==> config.mk <==
export PLATFORM = sky130hd
export DESIGN_NAME = bcd_countdown
export DESIGN_NICKNAME = d
export VERILOG_FILES = /design/src/rtl/bcd_countdown.sv
export SDC_FILE = /design/constraint.sdc
export NUM_CORES = 1
export LEC_CHECK = 0
export ABC_AREA = 0
export ABC_CLOCK_PERIOD_IN_PS = 2580
export CAP_MARGIN = 15
export CORE_AREA = 2 2 79 81
export CTS_CLUSTER_DIAMETER = 200
export CTS_CLUSTER_SIZE = 24
export DETAILED_ROUTE_END_ITERATION = 10
export DIE_AREA = 0 0 81 83
export PLACE_DENSITY = 0.77
export SKIP_LAST_GASP = 1
export SLEW_MARGIN = 15
export SYNTH_ARGS = -nofsm -noshare
export SYNTH_HDL_FRONTEND = slang
export SYNTH_SLANG_ARGS = --single-unit
==> constraint.sdc <==
create_clock -name i_clk -period 2.58 [get_ports i_clk]
set_clock_uncertainty 0.05 [all_clocks]
set_input_delay 0.387 -clock i_clk [delete_from_list [all_inputs] [get_ports i_clk]]
set_output_delay 0.387 -clock i_clk [all_outputs]
set_load 0.005 [all_outputs]
==> src/rtl/bcd_countdown.sv <==
// Six-digit BCD countdown timer with preset load, start/stop control and expiry flags.
// Digit layout matches the stopwatch chain: d0=[3:0] .. d5=[23:20]; d3 and d5 are mod-6.
module bcd_countdown #(
    parameter int TICK_DIV = 500000
) (
    input  logic        i_clk,
    input  logic        i_reset,
    input  logic        i_load,
    input  logic [23:0] i_preset,
    input  logic        i_start,
    input  logic        i_stop,
    output logic [23:0] o_data,
    output logic        o_running,
    output logic        o_done,
    output logic        o_expired
);

    localparam int PW = $clog2(TICK_DIV);
    localparam logic [PW-1:0] PRESC_TOP = PW'(TICK_DIV - 1);

    typedef enum logic [1:0] {
        S_IDLE,
        S_RUN,
        S_PAUSE,
        S_DONE
    } state_t;

    state_t        r_state;
    logic [23:0]   r_data;
    logic [PW-1:0] r_presc;
    logic          r_done;
    logic          r_expired;

    logic          w_tick;
    logic          w_nonzero;
    logic [23:0]   w_dec;
    logic [23:0]   w_san;

    function automatic logic [3:0] digit_max(input int k);
        return (k == 3 || k == 5) ? 4'd5 : 4'd9;
    endfunction

    function automatic logic [23:0] sanitize(input logic [23:0] v);
        logic [23:0] r;
        r = v;
        for (int k = 0; k < 6; k++) begin
            if (v[4*k +: 4] > digit_max(k))
                r[4*k +: 4] = digit_max(k);
        end
        return r;
    endfunction

    // A zero digit that still owes a borrow wraps to its own maximum.
    function automatic logic [23:0] bcd_dec(input logic [23:0] v);
        logic [23:0] r;
        logic        borrow;
        r      = v;
        borrow = 1'b1;
        for (int k = 0; k < 6; k++) begin
            if (borrow) begin
                if (v[4*k +: 4] == 4'd0) begin
                    r[4*k +: 4] = digit_max(k);
                end else begin
                    r[4*k +: 4] = v[4*k +: 4] - 4'd1;
                    borrow      = 1'b0;
                end
            end
        end
        return r;
    endfunction

    // Prescaler is a down-counter: TICK_DIV-1 is the cleared phase, zero is the tick.
    always_comb begin
        w_tick    = (r_state == S_RUN) && (r_presc == '0);
        w_nonzero = (r_data != '0);
        w_dec     = bcd_dec(r_data);
        w_san     = sanitize(i_preset);
    end

    always_ff @(posedge i_clk or posedge i_reset) begin
        if (i_reset) begin
            r_state   <= S_IDLE;
            r_data    <= '0;
            r_presc   <= PRESC_TOP;
            r_done    <= 1'b0;
            r_expired <= 1'b0;
        end else begin
            r_expired <= 1'b0;
            if (i_load) begin
                r_state <= S_IDLE;
                r_data  <= w_san;
                r_presc <= PRESC_TOP;
                r_done  <= 1'b0;
            end else begin
                case (r_state)
                    S_IDLE: begin
                        if (!i_stop && i_start && w_nonzero) begin
                            r_state <= S_RUN;
                            r_presc <= PRESC_TOP;
                        end
                    end
                    S_RUN: begin
                        if (i_stop) begin
                            r_state <= S_PAUSE;
                        end else if (w_tick) begin
                            r_presc <= PRESC_TOP;
                            r_data  <= w_dec;
                            if (r_data == 24'h000001) begin
                                r_state   <= S_DONE;
                                r_done    <= 1'b1;
                                r_expired <= 1'b1;
                            end
                        end else begin
                            r_presc <= r_presc - PW'(1);
                        end
                    end
                    S_PAUSE: begin
                        if (!i_stop && i_start && w_nonzero)
                            r_state <= S_RUN;
                    end
                    default: ;
                endcase
            end
        end
    end

    assign o_data    = r_data;
    assign o_running = (r_state == S_RUN);
    assign o_done    = r_done;
    assign o_expired = r_expired;

endmodule

==> metrics.md <==
| Metric | Value |
|---|---|
| Max Cap Viol | 0 |
| Synth cell types | 66 |
| Normalized max-slew margin | 0.606 |
| Gr usage total | 0.246 |
| Number of buffers added on ports | 55 |
| Most frequent cells in the layout | clkdlybuf4s50_1, nor2_1, dfrtp_1, nand2_1, nor3_1 |
| Area delta synth->final | 29.7% |
| Hold Vio Cnt, Final | 0 |
| Ports | 56 |
| Placeable core area | 5820 um^2 |
| Critical Path Slowest Stage Cell | o41a_1 |
| H-Tree Depth | 2 |
| Routed wire length | approximately 7900 um |
| Clock sink total | 47 |
| Worst Setup End Kind | flop |
| Synth warn | 0 |
| WL per Instance | 16.5 um |
| CP cell instances | nor4_1, nand4_1, o41a_1, or2_4, o211a_1 |
| R2R depth | 5 |
| RePlAce Congestion | approximately 0.86 |
| Layout Nets | 431 |
| Vias | 2941 |
| Critical path data arrival time | 2.52 ns |
| WHS | 0.356 ns |
| Outcome | completed |
| Asr flop ratio synth | 1.00 |
| Setup_tns | 0 ns |
| RSZ-0062 raised after global routing | false |
| Slowest Stage Delay on Critical Path | 0.54 ns |
| Vias in the first global route | 2778 |
| Max Freq | 429 MHz |
| Final ANT Viol Nets | 0 |
| Congestion Overflow GR | 0 |
| Cts bufs inserted | 5 |
| Yosys reg bits | 47 |
| Mapped cell area | 2960 um^2 |
| Synthesized area per cell | just under 9 um^2 |
| Syn Inst Count | 331 |
| Initial DRC count | 449 |
| EDFF count, synth | 0 |
| Leakage | 1.47 nW |
| Post-DR vias/cell | slightly above 6 |
| Worst Path Buf+Inv | 0 |
| Post-layout util | 0.659 |
| DRT Pass-1 Iters | 5 |
| Detail Placement HPWL | 5900 um |
| First-pass GRT wire length | 13200 um |
| PD cells | 462 nW/um^2 |
| CTS resizes | 0 |
| CTS tree | done |
| Largest net degree at the start of global routing | 27 |
| Worst-Skew Late Latency | 0.31 ns |
| Primary FF master, synth | dfrtp_1 |
| Critical path depth | 5 |
| Finished Layout Cells | approximately 480 |
| # placed instances | 469 |
| Fin crit period | 2.33 ns |
| CP startpoint kind | flop |
| Crit-path leading delay family | simple AND/OR/NAND/NOR gates |
| Clk buf depth | 2 |
| CTS Hold Bufs | 0 |
| Sequential-to-total area share from yosys stat | 0.402 |
| Clock Pin Slew Worst Setup and Hold Paths | roughly 0.10 ns |
| Die height | 83 um |
| Least-Margin Pin Slew | 0.586 ns |
| Endpoints failing setup | 0 |
| Row count | 28 |
| Initial core utilization | 0.508 |
| DRC | 0 |
| Root Buffer Master | clkbuf_8 |
| DP Area | around 3700 um^2 |
| Share of layout cells above drive strength 1 | 0.147 |
| Die ar. | between 6000 and 7000 um^2 |
| CP Class | reg2reg |
| CP max FO | 11 |
| Final worst path period share | 0.904 |
| Worst endpoint required time | 2.76 ns |
| Worst min-delay path class | in2async |
| Max-slew violations | 0 |
| Die Wd | 81 um |
| Postcts setup bufs | 0 |
| Commonest non-fill, non-tap cell in the layout | clkdlybuf4s50_1 |
| Antenna cells | 0 |
| Syn nets | 361 |
| Worst vdd ir | 356 uV |
| Initial antenna violation count | 0 |
| Final instance area | 3830 um^2 |
-- sequential cells by signal, summed over array words and instances (netlist names) --
| name | flops |
|---|---|
| o_data | 24 |
| r_presc | 19 |
| r_state | 2 |
| o_done | 1 |
| o_expired | 1 |
-- cells in the mapped netlist, drive strengths merged (3+ instances only) --
cell	n	area (um^2)
o22ai	3	18.8
dfstp	11	289
and4	4	35.0
nor2	38	143
o21a	4	30.0
nand2	31	119
xnor2	4	35.0
a21oi	15	75.1
nor3b	6	50.1
or2	4	27.5
buf	4	32.5
a211oi	3	22.5
nor3	21	105
dfrtp	36	901
nor4	22	211
and3	4	25.0
nor2b	10	62.6
nand3	7	35.0
a31oi	5	31.3
mux2i	9	90.1
o31ai	3	27.5
o21ai	23	115
nand4	5	37.5
inv	11	41.3
clkbuf	7	26.3
-- path summary, 6_finish.rpt --
path / slack [ns] / endpoint / from
worst max-delay path: 0.25 / r_presc[16] / o_data[19]
worst min-delay path: 0.36 / o_done / i_reset
worst max register to register: 0.25 / r_presc[16] / o_data[19]
worst min register to register: 0.44 / o_done / o_done
max in group asynchronous: 1.52 / r_presc[16] / i_reset
min in group i_clk: 0.44 / o_done / o_done
-- logic make-up after synthesis --
group                    share of synthesized area
AND/OR/NAND/NOR                              0.315
AO/OA/AOI/OAI                                0.195
flip-flops                                   0.402
buffers and inverters                       0.0339
multiplexers                                0.0343
XOR/XNOR                                    0.0148
adder cells (fa/ha/maj)                    0.00423
-- area by class of cell --
cell class | count | area [um^2]
fill | 499 | 1980
multi-input combinational | 262 | 1670
tap | 75 | 93.8
clock inverter | 3 | 67.6
sequential | 47 | 1190
timing repair buffer | 74 | 706
clock buffer | 5 | 68.8
inverter | 11 | 41.3
-- stage by stage --
stage | power, W | setup WS, ns
5_1_grt | 0.00185 | 0.107
3_5_place_dp | 0.00113 | 0.180
3_3_place_gp | 0.00112 | 0.189
2_1_floorplan | 0.000960 | 0.454
4_1_cts | 0.00178 | 0.260
6_report | 0.00177 | 0.248
-- worst reg2reg max path, delay by kind of cell (launching register included) --
family          cells  cell delay (ns)
compound gates      2             0.75
flops               1             0.45
simple gates        3             1.01
-- layer usage --
metal	track usage	vias up	wire, um
li1	-	1390	-
met1	0.333	1428	3420
met2	0.402	110	3870
met3	0.0457	13	479
met4	0.0601	0	106
met5	0	-	0
-- report_power, final --
part	internal, W	switching, W	leakage (nW)
clock network	0.000387	0.000271	0.0644
registers	0.000769	0.0000512	0.570
logic	0.000163	0.000131	0.840
Note: power is estimated with default switching activity, not from simulation.
==> patch: new RTL, config.mk and constraints unchanged <==
Re-encode `state_t` (4 states) as one-hot, 4 bits wide.
--- a/src/rtl/bcd_countdown.sv
+++ b/src/rtl/bcd_countdown.sv
@@ -20,7 +20,7 @@
 
-    typedef enum logic [1:0] {
-        S_IDLE,
-        S_RUN,
-        S_PAUSE,
-        S_DONE
+    typedef enum logic [3:0] {
+        S_IDLE  = 4'b0001,
+        S_RUN   = 4'b0010,
+        S_PAUSE = 4'b0100,
+        S_DONE  = 4'b1000
     } state_t;
Formal check against the unedited RTL: same outputs for any inputs over 10 cycles, from zero or initial values and one cycle with i_reset high; not proved beyond that.
==> patch against the original RTL <==
Global-route usage decreased by 0.85 points. Count of clock-buffer cells in the layout did not move. Critical path depth grew 1. Power grew 0.24%. Final area rose by 2.0%. Synthesized area down 5.0%. Setup slack got worse by 0.22 ns. Sequential cell count rose by 2. Wire length shrank 4.0%. Via count fell by 6.5%. Clock power down 1%. Die area unchanged. Critical path type unchanged. Highest routed layer unchanged.
==> patch: results (changes against the original RTL) <==
The number of distinct library cells after synthesis came out at 60 (was 66). The net count of the finished layout is 427 (was 431). The count of placed standard cells in the final layout, fillers left out came out at 473 (was 477). The type of the most critical hold path is flip-flop to flip-flop (was input port to asynchronous set/reset pin). The largest stage delay on the critical path is 0.58 ns (was 0.54 ns). The violation count after the first detailed-route iteration was 168 (was 449). The sequential element share of the synthesized area came out at 44.2% (was 40.2%). The half-perimeter wire length after detailed placement is 5420 um (was 5900 um).

The per-cell via count in the routed design is 5.81 (was 6.17). Most common library cells after synthesis: sky130_fd_sc_hd__dfrtp_1, sky130_fd_sc_hd__nor2_1, sky130_fd_sc_hd__nand2_1, sky130_fd_sc_hd__o21ai_0 (was sky130_fd_sc_hd__nor2_1, sky130_fd_sc_hd__dfrtp_1, sky130_fd_sc_hd__nand2_1, sky130_fd_sc_hd__nor3_1, sky130_fd_sc_hd__o21ai_0). The first-pass GRT wire length came out at 12800 um (was 13200 um). The global-route track usage on met3 came out at 3.80% (was 4.57%). The clock transition at the registers of the reported paths came out at 0.09 ns. The cell count after synthesis is 301 (was 331). The flip-flop count of the largest register, all copies and words added was 24 (unchanged).

The global routing met2 resource utilization came out at 39.0% (was 40.2%). The highest net fanout along the worst path came out at 6 (was 11). The global placer's final weighted congestion came to 0.830 (was 0.864). The global-route total usage across every layer is 23.7% (was 24.6%). The number of global-route vias before repair is 2717 (was 2778). The slowest cell on the critical path is sky130_fd_sc_hd__or4_4 (was sky130_fd_sc_hd__o41a_1).

Ranking of synthesized cells by area: sky130_fd_sc_hd__dfrtp_1, sky130_fd_sc_hd__dfstp_2, sky130_fd_sc_hd__xor2_1 (was sky130_fd_sc_hd__dfrtp_1, sky130_fd_sc_hd__dfstp_2, sky130_fd_sc_hd__nor2_1). The fraction of layout cells with a size suffix above 1 is 22.6% (was 14.7%). The routing usage on met1 is 32.1% (was 33.3%). The per-cell routed wire length came to 16.0 um (was 16.5 um). The beginning of the worst register-to-register path is r_presc[3] (was o_data[19]). The iteration count of the initial detailed-routing pass is 4 (was 5). The maximum number of pins on one net before global-route repair came out at 50 (was 27). The slew at the pin closest to its max-slew limit came to 0.619 ns (was 0.586 ns).

The peak supply drop came out at 284 uV (was 356 uV). The total nets after synthesis is 331 (was 361). The number of cells in the design after placement is 462 (was 469). The count of port buffers added during placement is 55 (unchanged). Status: completed (unchanged).
patch: worst paths after layout:
path / to / slack [ns] / depth (start not counted)
setup / recovery: o_data[15] / 0.03 / 6
hold / removal: r_state[0] / 0.44 / 2
setup reg to reg: o_data[15] / 0.03 / 6
hold reg to reg: r_state[0] / 0.44 / 2
max in group asynchronous: r_state[2] / 1.57 / 3
min in group asynchronous: r_presc[11] / 0.49 / 3
patch: tightest hold or removal path: cells and delay by family (launching register included):
kind | cells | cell delay, ns
AND/OR/NAND/NOR | 2 | 0.11
flip-flops | 1 | 0.39
patch: power breakdown:
part	internal, mW	leakage, nW	switching [mW]
Sequential	0.801	0.593	0.0386
Combinational	0.157	0.915	0.130
Clock	0.385	0.0681	0.264
patch: per-layer routing:
layer | vias up | routed length (um)
met5 | - | 0
met4 | 0 | 95
met3 | 8 | 393
met2 | 78 | 3850
met1 | 1347 | 3220
li1 | 1317 | -
patch: cell type report:
cell class | instances | area (sq um)
Clock buffer | 5 | 68.8
Inverter | 12 | 45.0
Fill cell | 470 | 1910
Clock inverter | 3 | 65.1
Tap cell | 75 | 93.8
Sequential cell | 49 | 1240
Timing Repair Buffer | 99 | 881
Multi-Input combinational cell | 230 | 1520
patch: what timing repair did:
item,CTS,global route
pin swaps,1,7
cloned,0,0
buffers inserted,0,3
resized for setup,2,12
endpoints found under the setup margin,2,21
patch: cell families after synthesis:
family | count (synthesis) | synth area share [%]
AOI/OAI and AO/OA | 75 | 17.2
xor gates and xnor gates | 19 | 5.92
adders and majority gates | 1 | 0.445
buffers and inverters | 22 | 4.10
DFF | 49 | 44.2
muxes | 3 | 1.07
and+or+nand+nor | 132 | 27.1
patch: stage by stage:
| stage | hold slack (ns) | utilization (%) | total power, mW | worst slack [ns] | area, sq um |
|---|---|---|---|---|---|
| final | 0.439 | 67.2 | 1.78 | 0.0321 | 3910 |
| after global routing | 0.463 | 67.2 | 1.84 | -0.0629 | 3910 |
| after CTS | 0.438 | 66.0 | 1.77 | 0.00179 | 3840 |
| after detailed placement | 0.423 | 63.5 | 1.13 | -0.120 | 3690 |
| after global placement | 0.417 | 63.5 | 1.13 | -0.0712 | 3690 |
| after floorplan | 0.405 | - | 0.964 | 0.0302 | 2810 |
